## src/rtl/sreg_rx.sv

```systemverilog
`default_nettype none
// ============================================================================
// Module   : sreg_rx
// Brief    : Serial-to-parallel frame receiver (LSB first) with a valid/ready
//            output handshake, inter-strobe timeout and sticky overflow flag.
// Revision : 1.0 - initial release
// ============================================================================
module sreg_rx #(
    parameter int WIDTH   = 42,
    parameter int TIMEOUT = 64
) (
    input  logic             clk,
    input  logic             rst_n,
    input  logic             shift,
    input  logic             sdata,
    input  logic             clr_err,
    input  logic             frame_ready,
    output logic [WIDTH-1:0] frame_data,
    output logic             frame_valid,
    output logic             overflow,
    output logic             timeout_err,
    output logic             busy
);

    localparam int c_CNT_W = $clog2(WIDTH + 1);
    localparam int c_GAP_W = $clog2(TIMEOUT + 1);
    localparam logic [c_CNT_W-1:0] c_LAST_BIT = c_CNT_W'(WIDTH - 1);
    localparam logic [c_GAP_W-1:0] c_GAP_LAST = c_GAP_W'(TIMEOUT - 1);

    typedef enum logic [0:0] {
        S_IDLE = 1'b0,
        S_RECV = 1'b1
    } state_t;

    state_t             r_state;
    state_t             w_state_next;
    logic [WIDTH-1:0]   r_asm;
    logic [WIDTH-1:0]   w_asm_next;
    logic [c_CNT_W-1:0] r_bit_cnt;
    logic [c_CNT_W-1:0] w_bit_cnt_next;
    logic [c_GAP_W-1:0] r_gap_cnt;
    logic [c_GAP_W-1:0] w_gap_cnt_next;
    logic               w_complete;
    logic               w_timeout;
    logic               w_accept;
    logic               w_load;
    logic               w_drop;
    logic [WIDTH-1:0]   r_frame_data;
    logic               r_frame_valid;
    logic               r_overflow;
    logic               r_timeout_err;

    // New bits enter at the top, so after WIDTH strobes the first bit sits at bit 0.
    assign w_asm_next = {sdata, r_asm[WIDTH-1:1]};
    assign w_accept   = r_frame_valid & frame_ready;
    assign w_load     = w_complete & (~r_frame_valid | w_accept);
    assign w_drop     = w_complete & r_frame_valid & ~frame_ready;

    always_ff @(posedge clk) begin
        if (!rst_n) begin
            r_state <= S_IDLE;
        end else begin
            r_state <= w_state_next;
        end
    end

    always_comb begin
        w_state_next   = r_state;
        w_bit_cnt_next = r_bit_cnt;
        w_gap_cnt_next = r_gap_cnt;
        w_complete     = 1'b0;
        w_timeout      = 1'b0;
        case (r_state)
            S_IDLE, S_RECV: begin
                if (shift) begin
                    w_gap_cnt_next = '0;
                    if (r_bit_cnt == c_LAST_BIT) begin
                        w_complete     = 1'b1;
                        w_bit_cnt_next = '0;
                        w_state_next   = S_IDLE;
                    end else begin
                        w_bit_cnt_next = r_bit_cnt + c_CNT_W'(1);
                        w_state_next   = S_RECV;
                    end
                end else if (r_state == S_RECV) begin
                    if (r_gap_cnt == c_GAP_LAST) begin
                        w_timeout      = 1'b1;
                        w_bit_cnt_next = '0;
                        w_gap_cnt_next = '0;
                        w_state_next   = S_IDLE;
                    end else begin
                        w_gap_cnt_next = r_gap_cnt + c_GAP_W'(1);
                    end
                end
            end
            default: begin
                w_state_next   = S_IDLE;
                w_bit_cnt_next = '0;
                w_gap_cnt_next = '0;
            end
        endcase
    end

    always_ff @(posedge clk) begin
        if (!rst_n) begin
            r_asm         <= '0;
            r_bit_cnt     <= '0;
            r_gap_cnt     <= '0;
            r_frame_data  <= '0;
            r_frame_valid <= 1'b0;
            r_overflow    <= 1'b0;
            r_timeout_err <= 1'b0;
        end else begin
            r_bit_cnt     <= w_bit_cnt_next;
            r_gap_cnt     <= w_gap_cnt_next;
            r_timeout_err <= w_timeout;
            if (shift) begin
                r_asm <= w_asm_next;
            end
            if (w_load) begin
                r_frame_data  <= w_asm_next;
                r_frame_valid <= 1'b1;
            end else if (w_accept) begin
                r_frame_valid <= 1'b0;
            end
            // A fresh drop outranks a simultaneous clear.
            if (w_drop) begin
                r_overflow <= 1'b1;
            end else if (clr_err) begin
                r_overflow <= 1'b0;
            end
        end
    end

    assign frame_data  = r_frame_data;
    assign frame_valid = r_frame_valid;
    assign overflow    = r_overflow;
    assign timeout_err = r_timeout_err;
    assign busy        = (r_state == S_RECV);

endmodule
`default_nettype wire
```

## config.mk

```make
export PLATFORM = sky130hd
export DESIGN_NAME = sreg_rx
export DESIGN_NICKNAME = d
export VERILOG_FILES = /design/src/rtl/sreg_rx.sv
export SDC_FILE = /design/constraint.sdc
export NUM_CORES = 1
export LEC_CHECK = 0
export CAP_MARGIN = 20
export CORE_AREA = 4 4 122 124
export CTS_BUF_LIST = sky130_fd_sc_hd__clkbuf_2
export DETAILED_ROUTE_END_ITERATION = 8
export DIE_AREA = 0 0 126 128
export SYNTH_ARGS = -nofsm -noshare
export SYNTH_HDL_FRONTEND = slang
export SYNTH_SLANG_ARGS = --single-unit
```

## constraint.sdc

```tcl
create_clock -name clk -period 1.58 [get_ports clk]
set_input_delay 0.474 -clock clk [delete_from_list [all_inputs] [get_ports clk]]
set_output_delay 0.474 -clock clk [all_outputs]
set_load 0.1 [all_outputs]
```

=== Yosys cells after proc, flatten, opt, wreduce, memory -nomap -nowiden ===
Cells that the tools add are included.

* Flip-flop bits (word level): 101
* Input port bits: 6
* Output and inout bits: 46
* Word-level logic and storage cells: 44

* Add/sub/neg operators: 2
* Equality and inequality tests: 2
* Mux-type cells: 16
* Bitwise gates (word level): 9
* Reduce and logical (&&, ||, !) cells: 7

{| class="wikitable"
|+ Operators by type and width
! cell !! number
|-
| 2-to-1 mux 6 bit || 4
|-
| 2-to-1 mux 1 bit || 11
|-
| nonzero test 2 bit || 4
|-
| adder 7 x 1 -> 7 bit, second input constant || 1
|-
| == test 7 x 6 -> 1 bit, second input constant || 1
|-
| 2-to-1 mux 7 bit || 1
|-
| adder 6 x 1 -> 6 bit, second input constant || 1
|-
| == test 6 bit, second input constant || 1
|-
| AND 1 bit || 4
|-
| inverter 1 bit || 4
|-
| OR reduction 3 bit || 1
|-
| AND reduction 2 bit || 1
|-
| OR reduction 2 bit || 1
|-
| OR 1 bit || 1
|}

=== Depth between registers and ports, before layout ===
* Word-level depth: 6
* Mapped depth: 8
* Depth with buffers taken out: 6

=== Least setup slack after synthesis ===
Ideal clock, no wire load.

* Path type: register -> register
* Start: reg r_frame_valid (netlist: frame_valid)
* End: reg r_frame_data[24] (netlist: frame_data[24])
* Setup time: 0.118 ns
* Arrival: 1.853 ns
* Required time: 1.462 ns
* Slack: -0.391 ns
* Stages on the path, launching flop included: 7
* Path buffers: 2
* Period minus slack after synthesis: 1.971 ns
* Path through: dfxtp_1 and2b_2 or4_4 buf_6 buf_6 nand2_2 a21boi_2

* Word-level cells in the longest chain between the ends: 3
* Elaborated cells on any way between the ends: 4
* Classes of those cells: 4 x bitwise

{| class="wikitable"
|+ Ends and longest elaborated chain
! what !! RTL line !! text
|-
| from (decl) || 49 || <nowiki>logic r_frame_valid;</nowiki>
|-
| from (signal assigned) || 110 || <nowiki>r_frame_valid <= 1'b0;</nowiki>
|-
| from (signal assigned) || 122 || <nowiki>r_frame_valid <= 1'b1;</nowiki>
|-
| from (signal assigned) || 124 || <nowiki>r_frame_valid <= 1'b0;</nowiki>
|-
| AND 1 bit or inverter 1 bit (tied branches) || 55, 56 ||
|-
| OR 1 bit * || 56 || <nowiki>assign w_load = w_complete & (~r_frame_valid | w_accept);</nowiki>
|-
| AND 1 bit * || 56 ||
|-
| to (signal assigned) || 121 || <nowiki>r_frame_data <= w_asm_next;</nowiki>
|-
| to (decl) || 48 || <nowiki>logic [WIDTH-1:0] r_frame_data;</nowiki>
|}

Mark *: on every way between the ends. The rest lies on a longest branch, timed or not.
A chain may end at the register's enable or synchronous reset.

=== Worst setup path after layout ===
* Start: reg r_bit_cnt[1]
* End: reg r_frame_data[2] (netlist: frame_data[2])

* Word-level cells in the longest chain between the ends: 4

{| class="wikitable"
|+ Ends and longest elaborated chain
! what !! RTL line !! text
|-
| from (decl) || 39 || <nowiki>logic [c_CNT_W-1:0] r_bit_cnt;</nowiki>
|-
| from (signal assigned) || 114 || <nowiki>r_bit_cnt <= w_bit_cnt_next;</nowiki>
|-
| == test 6 bit || 77 || <nowiki>if (r_bit_cnt == c_LAST_BIT) begin</nowiki>
|-
| 2-to-1 mux 1 bit || 77 ||
|-
| 2-to-1 mux 1 bit || 75 || <nowiki>if (shift) begin</nowiki>
|-
| AND 1 bit || 56 ||
|}

Every way passes these cells.

==> impl_metrics.csv <==
group,metric,value,unit
clocking,clk_latency,570,ps
worst_setup_path,startpoint_type,"register",
clocking,path_clk_slew,270,ps
worst_setup_path,crit_type,"register to register",
finish,drive_above_1_share,58.04,%
synthesis,synth_commonest_cells,"100 x dfxtp_1, 63 x nand2_1, 42 x mux2i_1, 42 x nor2b_1",
sta,fin_setup_tns,-3973,ps
grt,grt_pass1_wl,14.52,mm
placement,post-dp-hpwl,5.238,mm
job,drv_cap,0,
sta,slew_viol_final,0,
die,dieArea,16130,sq um
drt,wirelength,9.213,mm
synthesis,synth_compound_area_share,13.35,%
grt,overflow,0,
synthesis,synthSimpleGateAreaFrac,21.48,%
placement,io_buffers,51,
finish,n_antenna_cell,0,
sta,rsz0062_at_grt,"yes",
worst_setup_path,cp_cell_sequence,"inv_2 -> ha_4 -> nand4b_4 -> or4_4 -> buf_12 -> nand2_4 -> a21boi_2",
power_and_ir_drop,peakVddDrop,0.3937,mV
min_path,hp-class,"input pin to register",
sta,fin_skew,39.36,ps
drt,drt_iter0_drc,128,
clocking,cts_buffer_depth,2,
synthesis,yosys.area.top_type_share,48.75,%
synthesis,syn_area,4106,sq um
clocking,cts_sinks,100,
power_and_ir_drop,powerDensity,599.7,nW/um^2
synthesis,synthFlopType,"dfxtp_1",
power_and_ir_drop,p_leak,2.575,nW
synthesis,synth_area_per_cell,10.32,sq um
worst_setup_path,timing.critical_path.buf_inv,2,
worst_setup_path,crit_path_top_delay_cell,"or4_4",
sta,setup_viol,86,
power_and_ir_drop,finalPower,3.886,mW
sta,holdWs,256.8,ps
drt,post_drt_wl_per_cell,13.35,microns
worst_setup_path,crit_required,2010,ps
worst_setup_path,end_kind,"register",
drt,route.detailed.drc,0,
synthesis,synth_area_leaders,"dfxtp_1 49%, mux2i_1 10%, a21boi_2 8.2%, nor2b_1 6.4%, nand2_1 5.8%",
die,ios,52,
sta,final_period_minus_worst_setup_slack,1678,ps
clocking,cts_buffers,9,
die,core,13770,sq um
grt,grt_max_degree,59,
clocking,h-tree-depth,3,
finish,area_growth_syn_to_layout,57.80,%
synthesis,synth.most_common_cell,"dfxtp_1",
drt,vias,3034,
synthesis,yosys.area.top_type,"dfxtp_1",
worst_setup_path,critical_path_arrival,2110,ps
synthesis,synth_edf_count,0,
clocking,cts_tree,"built",
synthesis,ys_seq_area_share,48.75,%
drt,dr.pass1.iters,4,
worst_setup_path,worstPathMaxFanout,8,
synthesis,synthMuxAreaShare,10.24,%
die,die_y,128,microns
drt,drt.antenna.violating_nets,0,
synthesis,synthXorXnorAreaFrac,0.8531,%
die,row_count,43,
sta,fmax,596.0,MHz
drt,vias_per_cell,4.397,
synthesis,yosysWarnings,0,
sta,tightest_slew,456.7,ps
synthesis,ys_ff_latch,100,
synthesis,syn_nets,407,
clocking,clockRootBuffer,"clkbuf_2",
status,status,"finished with violations",
worst_setup_path,crit_family,"simple AND/OR/NAND/NOR gates",
finish,nets,514,
sta,layout_setup_ws,-97.80,ps
grt,grt_pass1_vias,3021,
status,violations,"setup timing",
sta,final-hold-violation-count,0,
finish,n_fill_cell,1304,
synthesis,synth-adder-area-share,0.9141,%
placement,pre_cts_ws,-494.4,ps
sta,timing.final.crit_share,106.2,%
sta,maxSlewHeadroom,69.55,%
worst_setup_path,crit_path_max_incr_delay,580,ps
grt,grtUsageTotal,10.88,%
placement,gp_congestion,0.7635,
die,die_w,126,microns
synthesis,netlist_instances,398,
grt,antenna_found_initial,0,
synthesis,synth_top_family_by_area,"simple AND/OR/NAND/NOR gates",
die,start_util,29.81,%
synthesis,synth.distinct_cells,43,
synthesis,async_flop_share,0,%
==> cells in the final DEF, fill, tap and decap left out, types with 3 or more instances in the layout <==
cell              n
a21boi_1          6
a21boi_2         36
buf_12           50
buf_16            6
buf_4            51
buf_6             4
clkbuf_16         5
clkbuf_2         10
clkdlybuf4s50_1   3
dfxtp_1          51
dfxtp_2          28
dfxtp_4          21
inv_1             3
mux2i_1          42
nand2_1          25
nand2_2          27
nand2_4          41
nand3_1           3
nor2_1            4
nor2b_1          42
nor3_1            4
o21ai_0           3
o21ai_1           3
==> state kept, by name, summed over array words and instances (netlist names) <==
signal,flops
overflow,1
frame_data,42
r_asm,41
r_bit_cnt,6
timeout_err,1
frame_valid,1
busy,1
r_gap_cnt,7
==> worst reg2reg max path, cell delays in order, from the launching register on <==
cell,delay [ps]
dfxtp_2,390
inv_2,50
ha_4,130
nand4b_4,110
or4_4,580
buf_12,220
nand2_4,60
a21boi_2,50
==> per-stage QoR <==
step | util [%] | std cells | cell area (sq um)
4_1_cts | 43.10 | 676 | 5936
3_3_place_gp | 38.58 | 621 | 5314
3_5_place_dp | 38.58 | 621 | 5314
2_1_floorplan | - | 398 | 4133
5_1_grt | 47.05 | 690 | 6480
6_report | 47.05 | 690 | 6480
==> metal layers <==
layer	vias up	GRT usage (%)	routed length [microns]
li1	1547	-	-
met1	1444	13.71	4240
met2	36	18.84	4623
met3	7	2.625	262
met4	0	2.650	87
met5	-	0	0
==> power by group <==
group	internal [mW]	total, mW	switching, mW
clock network	0.250	1.15	0.898
registers	2.51	2.52	0.0107
logic	0.111	0.217	0.106
total	2.87	3.89	1.02
==> kinds of logic (layout without fill, tap and decap cells) <==
group | after synthesis | in the layout
AOI/OAI and AO/OA | 59 | 59
muxes | 42 | 42
DFF | 100 | 100
and+or+nand+nor | 161 | 161
xor gates and xnor gates | 4 | 4
buffers and inverters | 29 | 141
adders and majority gates | 3 | 3
==> layout make-up <==
cell class,count,area (sq um),area share (%)
flip-flops and latches,100,2116,32.65
inverters,4,15.01,0.2317
repair buffers,121,1759,27.15
clock buffers,10,50.05,0.7724
well taps,180,225.2,3.476
multi-input cells,269,2258,34.85
clock inverters,6,56.30,0.8689
==> final timing paths <==
check	depth (start not counted)	slack, ps	startpoint	end
setup reg to reg	7	-100	r_bit_cnt[1]	frame_data[2]
hold / removal	2	260	rst_n	frame_valid
hold reg to reg	2	450	r_asm[15]	frame_data[14]
setup / recovery	7	-100	r_bit_cnt[1]	frame_data[2]
==> timing repair <==
| action | in CTS | in global routing |
|---|---|---|
| gates resized for setup | 68 | 100 |
| endpoints found under the setup margin | 80 | 92 |
| hold buffers | 0 | 0 |
| setup buffers | 33 | 10 |
| pin swaps | 7 | 61 |
| gates cloned | 6 | 5 |
Power figures use the tool's default switching activity.
